## src/rtl/arc_debug_ctrl_pkg.sv

```systemverilog
// Shared opcodes, state types and helpers for the arc_cpu debug controller.
// Imported by arc_debug_ctrl and arc_debug_dump_seq.
package arc_debug_ctrl_pkg;

  localparam logic [2:0] DbgOpHalt  = 3'd0;
  localparam logic [2:0] DbgOpRun   = 3'd1;
  localparam logic [2:0] DbgOpStep  = 3'd2;
  localparam logic [2:0] DbgOpSetBp = 3'd3;
  localparam logic [2:0] DbgOpClrBp = 3'd4;
  localparam logic [2:0] DbgOpDump  = 3'd5;

  localparam int unsigned StepCntW = 32;

  typedef enum logic [1:0] {
    StHalted,
    StRun,
    StStep,
    StDump
  } ctrl_state_e;

  typedef enum logic [1:0] {
    SeqIdle,
    SeqSet,
    SeqOut
  } seq_state_e;

  // A step count of zero still executes one instruction.
  function automatic logic [StepCntW-1:0] step_count(input logic [StepCntW-1:0] n);
    return (n == '0) ? StepCntW'(1) : n;
  endfunction

endpackage

```

## src/rtl/arc_debug_dump_seq.sv

```systemverilog
// Debug address walker: settles each address for one cycle, then presents it as
// a valid/ready beat until accepted; pulses done on the last accepted beat.
module arc_debug_dump_seq
  import arc_debug_ctrl_pkg::*;
#(
  parameter int unsigned       ADDR_W     = 7,
  parameter int unsigned       DATA_W     = 32,
  parameter logic [ADDR_W-1:0] DUMP_FIRST = 'h00,
  parameter logic [ADDR_W-1:0] DUMP_LAST  = 'h43
) (
  input  logic              clk,
  input  logic              aresetn,
  input  logic              start,
  output logic              done,
  output logic [ADDR_W-1:0] dbg_addr,
  input  logic [DATA_W-1:0] dbg_data,
  output logic              dump_valid,
  input  logic              dump_ready,
  output logic [ADDR_W-1:0] dump_addr,
  output logic [DATA_W-1:0] dump_data,
  output logic              dump_last
);

  seq_state_e        state_q, state_d;
  logic [ADDR_W-1:0] addr_q, addr_d;

  always_ff @(posedge clk) begin
    if (!aresetn) begin
      state_q <= SeqIdle;
      addr_q  <= '0;
    end else begin
      state_q <= state_d;
      addr_q  <= addr_d;
    end
  end

  always_comb begin
    state_d = state_q;
    addr_d  = addr_q;
    unique case (state_q)
      SeqIdle: begin
        if (start) begin
          state_d = SeqSet;
          addr_d  = DUMP_FIRST;
        end
      end
      SeqSet: state_d = SeqOut;
      SeqOut: begin
        // Address only moves on acceptance, so it stays stable under backpressure.
        if (dump_ready) begin
          if (addr_q == DUMP_LAST) begin
            state_d = SeqIdle;
          end else begin
            state_d = SeqSet;
            addr_d  = addr_q + 1'b1;
          end
        end
      end
      default: state_d = SeqIdle;
    endcase
  end

  assign dbg_addr   = addr_q;
  assign dump_valid = (state_q == SeqOut);
  assign dump_addr  = addr_q;
  assign dump_data  = dbg_data;
  assign dump_last  = dump_valid && (addr_q == DUMP_LAST);
  assign done       = dump_valid && dump_ready && dump_last;

endmodule

```

## src/rtl/arc_debug_ctrl.sv

```systemverilog
// Run/step/breakpoint controller for the arc_cpu debug port; gates cpu_step and
// hands off to arc_debug_dump_seq to stream the wrapper debug space when halted.
module arc_debug_ctrl
  import arc_debug_ctrl_pkg::*;
#(
  parameter int unsigned       ADDR_W     = 7,
  parameter int unsigned       DATA_W     = 32,
  parameter logic [ADDR_W-1:0] DUMP_FIRST = 'h00,
  parameter logic [ADDR_W-1:0] DUMP_LAST  = 'h43,
  parameter bit                AUTO_DUMP  = 1'b1
) (
  input  logic              clk,
  input  logic              aresetn,
  input  logic              cmd_valid,
  output logic              cmd_ready,
  input  logic [2:0]        cmd_op,
  input  logic [DATA_W-1:0] cmd_arg,
  output logic              cmd_err,
  input  logic [DATA_W-1:0] pc_in,
  output logic              cpu_step,
  output logic              halted,
  output logic              bp_hit,
  output logic [ADDR_W-1:0] dbg_addr,
  input  logic [DATA_W-1:0] dbg_data,
  output logic              dump_valid,
  input  logic              dump_ready,
  output logic [ADDR_W-1:0] dump_addr,
  output logic [DATA_W-1:0] dump_data,
  output logic              dump_last
);

  ctrl_state_e         state_q, state_d;
  logic [StepCntW-1:0] steps_left_q, steps_left_d;
  logic                bp_en_q, bp_en_d;
  logic [DATA_W-1:0]   bp_addr_q, bp_addr_d;
  logic                bp_skip_q, bp_skip_d;

  logic cmd_fire;
  logic bpm;
  logic exec_stop;
  logic dump_start;
  logic dump_done;

  always_ff @(posedge clk) begin
    if (!aresetn) begin
      state_q      <= StHalted;
      steps_left_q <= '0;
      bp_en_q      <= 1'b0;
      bp_addr_q    <= '0;
      bp_skip_q    <= 1'b0;
    end else begin
      state_q      <= state_d;
      steps_left_q <= steps_left_d;
      bp_en_q      <= bp_en_d;
      bp_addr_q    <= bp_addr_d;
      bp_skip_q    <= bp_skip_d;
    end
  end

  assign cmd_ready = (state_q != StDump);
  assign halted    = (state_q == StHalted);
  assign cmd_fire  = cmd_valid && cmd_ready;
  assign bpm       = bp_en_q && (pc_in == bp_addr_q) && !bp_skip_q;
  assign cpu_step  = ((state_q == StRun) || ((state_q == StStep) && (steps_left_q != '0))) && !bpm;

  always_comb begin
    state_d      = state_q;
    steps_left_d = steps_left_q;
    bp_en_d      = bp_en_q;
    bp_addr_d    = bp_addr_q;
    bp_skip_d    = bp_skip_q;
    cmd_err      = 1'b0;
    bp_hit       = 1'b0;
    exec_stop    = 1'b0;
    dump_start   = 1'b0;

    if (cpu_step) begin
      bp_skip_d = 1'b0;
    end
    if (cpu_step && (state_q == StStep)) begin
      steps_left_d = steps_left_q - 1'b1;
    end

    unique case (state_q)
      StRun, StStep: begin
        if (bpm) begin
          bp_hit    = 1'b1;
          exec_stop = 1'b1;
        end else if ((state_q == StStep) && (steps_left_q == StepCntW'(1))) begin
          exec_stop = 1'b1;
        end
      end
      StDump: begin
        if (dump_done) begin
          state_d = StHalted;
        end
      end
      default: ;
    endcase

    if (exec_stop) begin
      if (AUTO_DUMP) begin
        dump_start = 1'b1;
        state_d    = StDump;
      end else begin
        state_d = StHalted;
      end
    end

    // Commands are resolved last so an accepted HALT overrides a breakpoint stop.
    if (cmd_fire) begin
      case (cmd_op)
        DbgOpHalt: begin
          state_d    = StHalted;
          dump_start = 1'b0;
        end
        DbgOpRun: begin
          if (halted) begin
            state_d   = StRun;
            bp_skip_d = 1'b1;
          end else begin
            cmd_err = 1'b1;
          end
        end
        DbgOpStep: begin
          if (halted) begin
            state_d      = StStep;
            steps_left_d = step_count(StepCntW'(cmd_arg));
            bp_skip_d    = 1'b1;
          end else begin
            cmd_err = 1'b1;
          end
        end
        DbgOpSetBp: begin
          bp_addr_d = cmd_arg;
          bp_en_d   = 1'b1;
        end
        DbgOpClrBp: bp_en_d = 1'b0;
        DbgOpDump: begin
          if (halted) begin
            state_d    = StDump;
            dump_start = 1'b1;
          end else begin
            cmd_err = 1'b1;
          end
        end
        default: cmd_err = 1'b1;
      endcase
    end
  end

  arc_debug_dump_seq #(
    .ADDR_W    (ADDR_W),
    .DATA_W    (DATA_W),
    .DUMP_FIRST(DUMP_FIRST),
    .DUMP_LAST (DUMP_LAST)
  ) u_dump_seq (
    .clk       (clk),
    .aresetn   (aresetn),
    .start     (dump_start),
    .done      (dump_done),
    .dbg_addr  (dbg_addr),
    .dbg_data  (dbg_data),
    .dump_valid(dump_valid),
    .dump_ready(dump_ready),
    .dump_addr (dump_addr),
    .dump_data (dump_data),
    .dump_last (dump_last)
  );

endmodule

```

## config.mk

```make
export PLATFORM = sky130hd
export DESIGN_NAME = arc_debug_ctrl
export DESIGN_NICKNAME = d
export VERILOG_FILES = /design/src/rtl/arc_debug_ctrl_pkg.sv /design/src/rtl/arc_debug_dump_seq.sv /design/src/rtl/arc_debug_ctrl.sv
export SDC_FILE = /design/constraint.sdc
export NUM_CORES = 1
export LEC_CHECK = 0
export ABC_AREA = 1
export BUFFER_PORTS_ARGS = -buffer_cell sky130_fd_sc_hd__buf_2
export CORE_ASPECT_RATIO = 0.9
export CORE_MARGIN = 5
export CORE_UTILIZATION = 53
export CTS_CLUSTER_SIZE = 16
export DETAILED_ROUTE_END_ITERATION = 8
export PLACE_DENSITY = 0.86
export SLEW_MARGIN = 25
export SYNTH_ARGS = -nofsm -noshare
export SYNTH_HDL_FRONTEND = slang
export SYNTH_SLANG_ARGS = --single-unit
```

## constraint.sdc

```tcl
create_clock -name clk -period 2.31 [get_ports clk]
set_input_delay 0.231 -clock clk [delete_from_list [all_inputs] [get_ports clk]]
set_output_delay 0.231 -clock clk [all_outputs]
set_load 0.03 [all_outputs]
```

==> run summary, run 1 <==
run status: finished, final reports clean
WS Path Type: flip-flop to output pin
Sink Count: 77
largest net degree at the start of global routing: 50
worst path arrival time: 2000 ps
core footprint: 0.00978 mm^2
1st-iter DRT viols: 558
Max Cap Viol: 0
Post-DRT Antenna Nets: 0
commonest non-fill, non-tap cells in the layout: 167 x nand2_1, 132 x inv_1, 129 x nor2_1
Min-Delay Path Class: input pin to flip-flop
via count: 5788
Root Driver: clkbuf_16
synthesized cell area: 0.00537 mm^2
ant diodes: 0
Clock Latency Late Sink: 340 ps
detailed-placement wirelength estimate: 11.9 mm
Placer Congestion: 1.03
fin worst setup slack: 78.1 ps
CP endpoint kind: output pin
hold-critical path depth: 3
average cell area after synthesis: 6.23 um^2
Die Y: 106 um
crit path max fanout: 5
Synth area leaders: dfxtp_1 29%, nand2_1 12%, nor2_1 9.3%
DP Area: 0.00570 mm^2
sequential-to-total area share from yosys stat: 0.287
net count after synthesis: 973
synthesized instance count: 862
top cell type's share of synthesized area: 0.287
grt ovf: 0
area grow syn2layout: 12.4%
Power Dens Cells: 629 mW/mm^2
first-pass iteration count of the detailed router: 7
Port Buf Inserts: 91
final instance area: 0.00604 mm^2
maximum VDD drop: 0.493 mV
I/O Pins: 156
number of synthesized flops with an enable pin: 0
clock skew: 8.43 ps
Leak: 3.10 nW
TNS Setup: 0 ps
Most used DFF post-synth: dfxtp_1
post-synth top area cell: dfxtp_1
first-pass GRT wire length: 24.7 mm
post-synthesis cell type count: 47
H-tree levels: 3
CTS buffer count: 9
Filler cells: 956
fmax: 448 MHz
final-report max-slew violation count: 0
CTS Buffer Depth: 2
Hold Fails Final Rpt: 0
Slew HR: 0.545
Req. time, crit path: 2080 ps
asr flop ratio synth: 0
Slew @ Worst Pin: 682 ps
#FFs+latches synth: 77
vias in the first global route: 5164
CTS Hold Bufs: 0
Initial Util: 0.549
layout cells sized above 1: 0.177
fin crit period: 2230 ps
Avg Vias per Cell: 5.52
die area: 0.0123 mm^2
WHS: 171 ps
pre-CTS setup slack: 111 ps
CP Launch Type: flip-flop
CTS tree: yes
reg2reg path depth: 15
FP Rows: 34
YS warnings: 0
# nets final: 1029
Period Utilization, post-route: 0.966
gr usage total: 0.251
Finished Core Util: 0.617
final setup violation count: 0
Remaining DRCs: 0
commonest non-fill, non-tap cell in the layout: nand2_1
Die X: 116 um
WL/cell: 14.9 um
initial antenna violation count: 0
Reg clk slew, reported paths: 60 ps
DRT Wirelength: 15.7 mm
sequential cells by signal, summed over array words and instances (netlist names):
register	count
bp_skip_q	1
u_dump_seq.dbg_addr	7
u_dump_seq.state_q	2
steps_left_q	32
state_q	2
bp_en_q	1
bp_addr_q	32
final cells by class:
class / instances / area (um^2) / area share
flip-flops and latches: 77 / 1540 / 0.255
clock buffers: 9 / 225 / 0.0373
multi-input cells: 586 / 2940 / 0.487
repair buffers: 106 / 581 / 0.0961
clock inverters: 7 / 66.3 / 0.0110
well taps: 126 / 158 / 0.0261
inverters: 138 / 526 / 0.0870
Yosys cell counts, drive strengths merged (2+ instances only):
| library cell | count |
|---|---|
| a21oi | 42 |
| nor4 | 16 |
| clkbuf | 18 |
| nand3 | 45 |
| dfxtp | 77 |
| inv | 137 |
| ha | 8 |
| xor2 | 15 |
| xnor2 | 12 |
| nor3b | 2 |
| nand4 | 21 |
| nor3 | 12 |
| nand2 | 172 |
| o21ai | 71 |
| o211ai | 9 |
| buf | 44 |
| or2 | 6 |
| nand3b | 2 |
| nor2 | 143 |
logic make-up after synthesis:
kind of cell	count (synthesis)	share of synthesized area
compound gates	129	0.131
xor+xnor	27	0.0440
fa+ha+maj	8	0.0186
buf+inv	200	0.171
flops	77	0.287
simple gates	421	0.349
layer usage:
layer | vias to the layer above | global-route usage | part of all wire
li1 | 2833 | - | -
met5 | - | 0 | 0
met4 | 0 | 0.0771 | 0.021
met1 | 2631 | 0.363 | 0.45
met3 | 32 | 0.0504 | 0.10
met2 | 292 | 0.376 | 0.42
through the flow:
step / total power, mW / std cells
3_5_place_dp: 2.39 / 1030
6_report: 3.80 / 1049
5_1_grt: 3.98 / 1049
2_1_floorplan: 2.20 / 862
3_3_place_gp: 2.38 / 1030
4_1_cts: 3.79 / 1046
worst max-delay path, cell delays in order, from the launching register on:
cell and delay [ps]:
dfxtp_1 320, inv_1 60, nand2_1 110, o21ai_0 110
nor2_1 100, nand3_1 150, nor2_1 210, nand3_2 180
and2_1 230, buf_2 190
repair_timing:
action                     4_1_cts  5_1_grt
gates resized for setup          0        8
setup endpoints to repair        0       12
buffers inserted                 0        2
where the power goes:
group          internal (mW)  switching, mW
combinational          0.336          0.624
clock                  0.830          0.565
sequential              1.39         0.0537
total                   2.56           1.24
worst paths after layout:
kind / startpoint / end / slack [ps]
worst min-delay path: cmd_arg[4] / bp_addr_q[4] / 170
worst max-delay path: bp_addr_q[1] / cpu_step / 80
worst max register to register: steps_left_q[0] / steps_left_q[28] / 130
worst min register to register: bp_addr_q[21] / bp_addr_q[21] / 470
(Power assumes the default switching activity.)
==> run 2, diff against run 1 <==
ABC_AREA = default   (was 1)
CORE_UTILIZATION = 51   (was 53)
==> run summary, run 2 <==
WHS Endpoint: steps_left_q[17] (was bp_addr_q[4])
fmax: 377 MHz (was 448 MHz)
Hold Path Origin: cmd_arg[17] (was cmd_arg[4])
I/O Pins: 156 (unchanged)
Min-Delay Path Class: input pin to flip-flop (unchanged)
Slew HR: 0.622 (was 0.545)
pre-CTS setup slack: -236 ps (was 111 ps)
Leak: 2.15 nW (was 3.10 nW)
total power: 4.25 mW (was 3.80 mW)
R2R Setup Slk: -340 ps (was 130 ps)
Die Y: 99.0 um (was 106 um)
via count: 4455 (was 5788)
WL/cell: 17.2 um (was 14.9 um)
synthesized cell area: 0.00448 mm^2 (was 0.00537 mm^2)
commonest non-fill, non-tap cells in the layout: 90 x buf_2, 85 x nand2_1, 75 x dfxtp_1 (was 167 x nand2_1, 132 x inv_1, 129 x nor2_1)
critical path's largest stage delay: 540 ps (was 320 ps)
WS Path Type: flip-flop to flip-flop (was flip-flop to output pin)
first-pass GRT wire length: 21.1 mm (was 24.7 mm)
Hold Fails Final Rpt: 0 (unchanged)
net count after synthesis: 679 (was 973)
Sink Count: 77 (unchanged)
Post-DRT Antenna Nets: 0 (unchanged)
placed cell count: 760 (was 1030)
H-tree levels: 3 (unchanged)
#FFs+latches synth: 77 (unchanged)
CTS buffer count: 9 (unchanged)
Port Buf Inserts: 91 (unchanged)
RR Endpoint: u_dump_seq.dbg_addr[4] (was steps_left_q[28])
Reg clk slew, reported paths: 80 ps (was 60 ps)
most frequent CP cell: or4_4 (was nor2_1)
layout cells sized above 1: 0.306 (was 0.177)
WHS: 119 ps (was 171 ps)
YS warnings: 0 (unchanged)
Power Dens Cells: 775 mW/mm^2 (was 629 mW/mm^2)
Layout Cells excl Fill: 780 (was 1049)
number of synthesized flops with an enable pin: 0 (unchanged)
Req. time, crit path: 2600 ps (was 2080 ps)
Most used DFF post-synth: dfxtp_1 (unchanged)
FP Rows: 32 (was 34)
first-pass iteration count of the detailed router: 5 (was 7)
vias in the first global route: 4381 (was 5164)
die area: 0.0108 mm^2 (was 0.0123 mm^2)
fin crit period: 2650 ps (was 2230 ps)
CTS Buffer Depth: 2 (unchanged)
largest net degree at the start of global routing: 43 (was 50)
CTS tree: yes (unchanged)
sequential-to-total area share from yosys stat: 0.344 (was 0.287)
DRT Wirelength: 13.4 mm (was 15.7 mm)
run status: finished, violations left (was finished, final reports clean)
commonest non-fill, non-tap cell in the layout: buf_2 (was nand2_1)
maximum VDD drop: 0.485 mV (was 0.493 mV)
worst path arrival time: 2950 ps (was 2000 ps)
synthesized instance count: 568 (was 862)
Finished Core Util: 0.639 (was 0.617)
area grow syn2layout: 22.2% (was 12.4%)
CTS Hold Bufs: 0 (unchanged)
most numerous cell in the Yosys netlist: nand2_1 (unchanged)
most frequent cells after synthesis: 88 x nand2_1, 77 x dfxtp_1, 57 x a21oi_1 (was 167 x nand2_1, 133 x nor2_1, 132 x inv_1)
Critical Path, Cell by Cell: or4_4, or4_4, nor3_4, buf_6, nand3_4, a21oi_4, o21ai_2, or3_4, a21oi_2 (was inv_1, nand2_1, o21ai_0, nor2_1, nand3_1, nor2_1, nand3_2, and2_1, buf_2)
failing checks: setup timing
hold-critical path depth: 3 (unchanged)
post-synthesis cell type count: 56 (was 47)
RSZ-0062 raised after global routing: true
crit path max fanout: 4 (was 5)
CP Launch Type: flip-flop (unchanged)
clock skew: 11.3 ps (was 8.43 ps)
initial antenna violation count: 0 (unchanged)
Avg Vias per Cell: 5.71 (was 5.52)
Root Driver: clkbuf_8 (was clkbuf_16)
core footprint: 0.00857 mm^2 (was 0.00978 mm^2)
# nets final: 767 (was 1029)
final setup violation count: 41 (was 0)
slowest CP cell: or4_4 (was dfxtp_1)
ant diodes: 0 (unchanged)
Period Utilization, post-route: 1.15 (was 0.966)
Synth area leaders: dfxtp_1 34%, xnor2_1 9.8%, nand2_1 7.4% (was dfxtp_1 29%, nand2_1 12%, nor2_1 9.3%)
detailed-placement wirelength estimate: 10.2 mm (was 11.9 mm)
Filler cells: 794 (was 956)
final-report max-slew violation count: 0 (unchanged)
RR Startpoint: steps_left_q[20] (was steps_left_q[0])
Slew @ Worst Pin: 567 ps (was 682 ps)
top cell type's share of synthesized area: 0.344 (was 0.287)
post-synth top area cell: dfxtp_1 (unchanged)
asr flop ratio synth: 0 (unchanged)
Initial Util: 0.523 (was 0.549)
Placer Congestion: 0.987 (was 1.03)
gr usage total: 0.247 (was 0.251)
reg2reg path depth: 9 (was 15)
Clock Latency Late Sink: 350 ps (was 340 ps)
1st-iter DRT viols: 316 (was 558)
CP endpoint kind: flip-flop (was output pin)
average cell area after synthesis: 7.89 um^2 (was 6.23 um^2)
Die X: 109 um (was 116 um)
fin worst setup slack: -344 ps (was 78.1 ps)
grt ovf: 0 (unchanged)
Max Cap Viol: 0 (unchanged)
Remaining DRCs: 0 (unchanged)
[run 2: area by class of cell]
cell class / instances / area (um^2) / area share
Timing Repair Buffer: 142 / 856 / 0.156
Multi-Input combinational cell: 414 / 2620 / 0.479
Tap cell: 119 / 149 / 0.0272
Clock buffer: 10 / 128 / 0.0233
Clock inverter: 6 / 134 / 0.0244
Sequential cell: 77 / 1540 / 0.282
Inverter: 12 / 45.0 / 0.00822
[run 2: report_power, final]
| group | internal, mW | leakage (nW) | total (mW) | switching (mW) |
|---|---|---|---|---|
| Combinational | 0.642 | 1.39 | 1.40 | 0.762 |
| Clock | 0.830 | 0.131 | 1.34 | 0.507 |
| Sequential | 1.43 | 0.625 | 1.51 | 0.0784 |
| Total | 2.90 | 2.15 | 4.25 | 1.35 |
[run 2: how the worst max path moves through the flow]
| stage | cells after the start | startpoint | endpoint | slack [ps] |
|---|---|---|---|---|
| after detailed placement | 8 | steps_left_q[5] | steps_left_q[31] | -240 |
| after CTS | 7 | steps_left_q[20] | cpu_step | -310 |
| after floorplan | 8 | steps_left_q[5] | u_dump_seq.dbg_addr[2] | -70 |
| after global placement | 9 | steps_left_q[5] | steps_left_q[9] | -100 |
| after global routing | 9 | steps_left_q[20] | u_dump_seq.dbg_addr[4] | -420 |
| final | 9 | steps_left_q[20] | u_dump_seq.dbg_addr[4] | -340 |
[run 2: kinds of logic after synthesis]
family,synth area share
xor+xnor,0.123
compound gates,0.144
flops,0.344
simple gates,0.262
buf+inv,0.104
fa+ha+maj,0.0223
[run 2: critical path, delay by kind of cell (launching register included)]
family                 cells  cell delay (ps)
buffers and inverters      1              130
flip-flops                 1              330
AND/OR/NAND/NOR            5             1710
AO/OA/AOI/OAI              3              420
[run 2: metal layers]
metal,share of wire,up-vias,wire [um],GRT usage
met4,0.020,0,270,0.0699
met5,0,-,0,0
li1,-,2124,-,-
met2,0.48,218,6400,0.413
met3,0.091,22,1210,0.0642
met1,0.41,2091,5510,0.313
[run 2: through the flow]
stage,area [um^2],setup TNS [ps]
2_1_floorplan,4510,-377
3_3_place_gp,5040,-1970
3_5_place_dp,5040,-4870
4_1_cts,5420,-7870
5_1_grt,5480,-12520
6_report,5480,-9200
[run 2: what timing repair did]
| action | in CTS | in global routing |
|---|---|---|
| resized for setup | 31 | 13 |
| pin swaps | 20 | 14 |
| setup buffers | 4 | 0 |
| setup endpoints to repair | 37 | 44 |
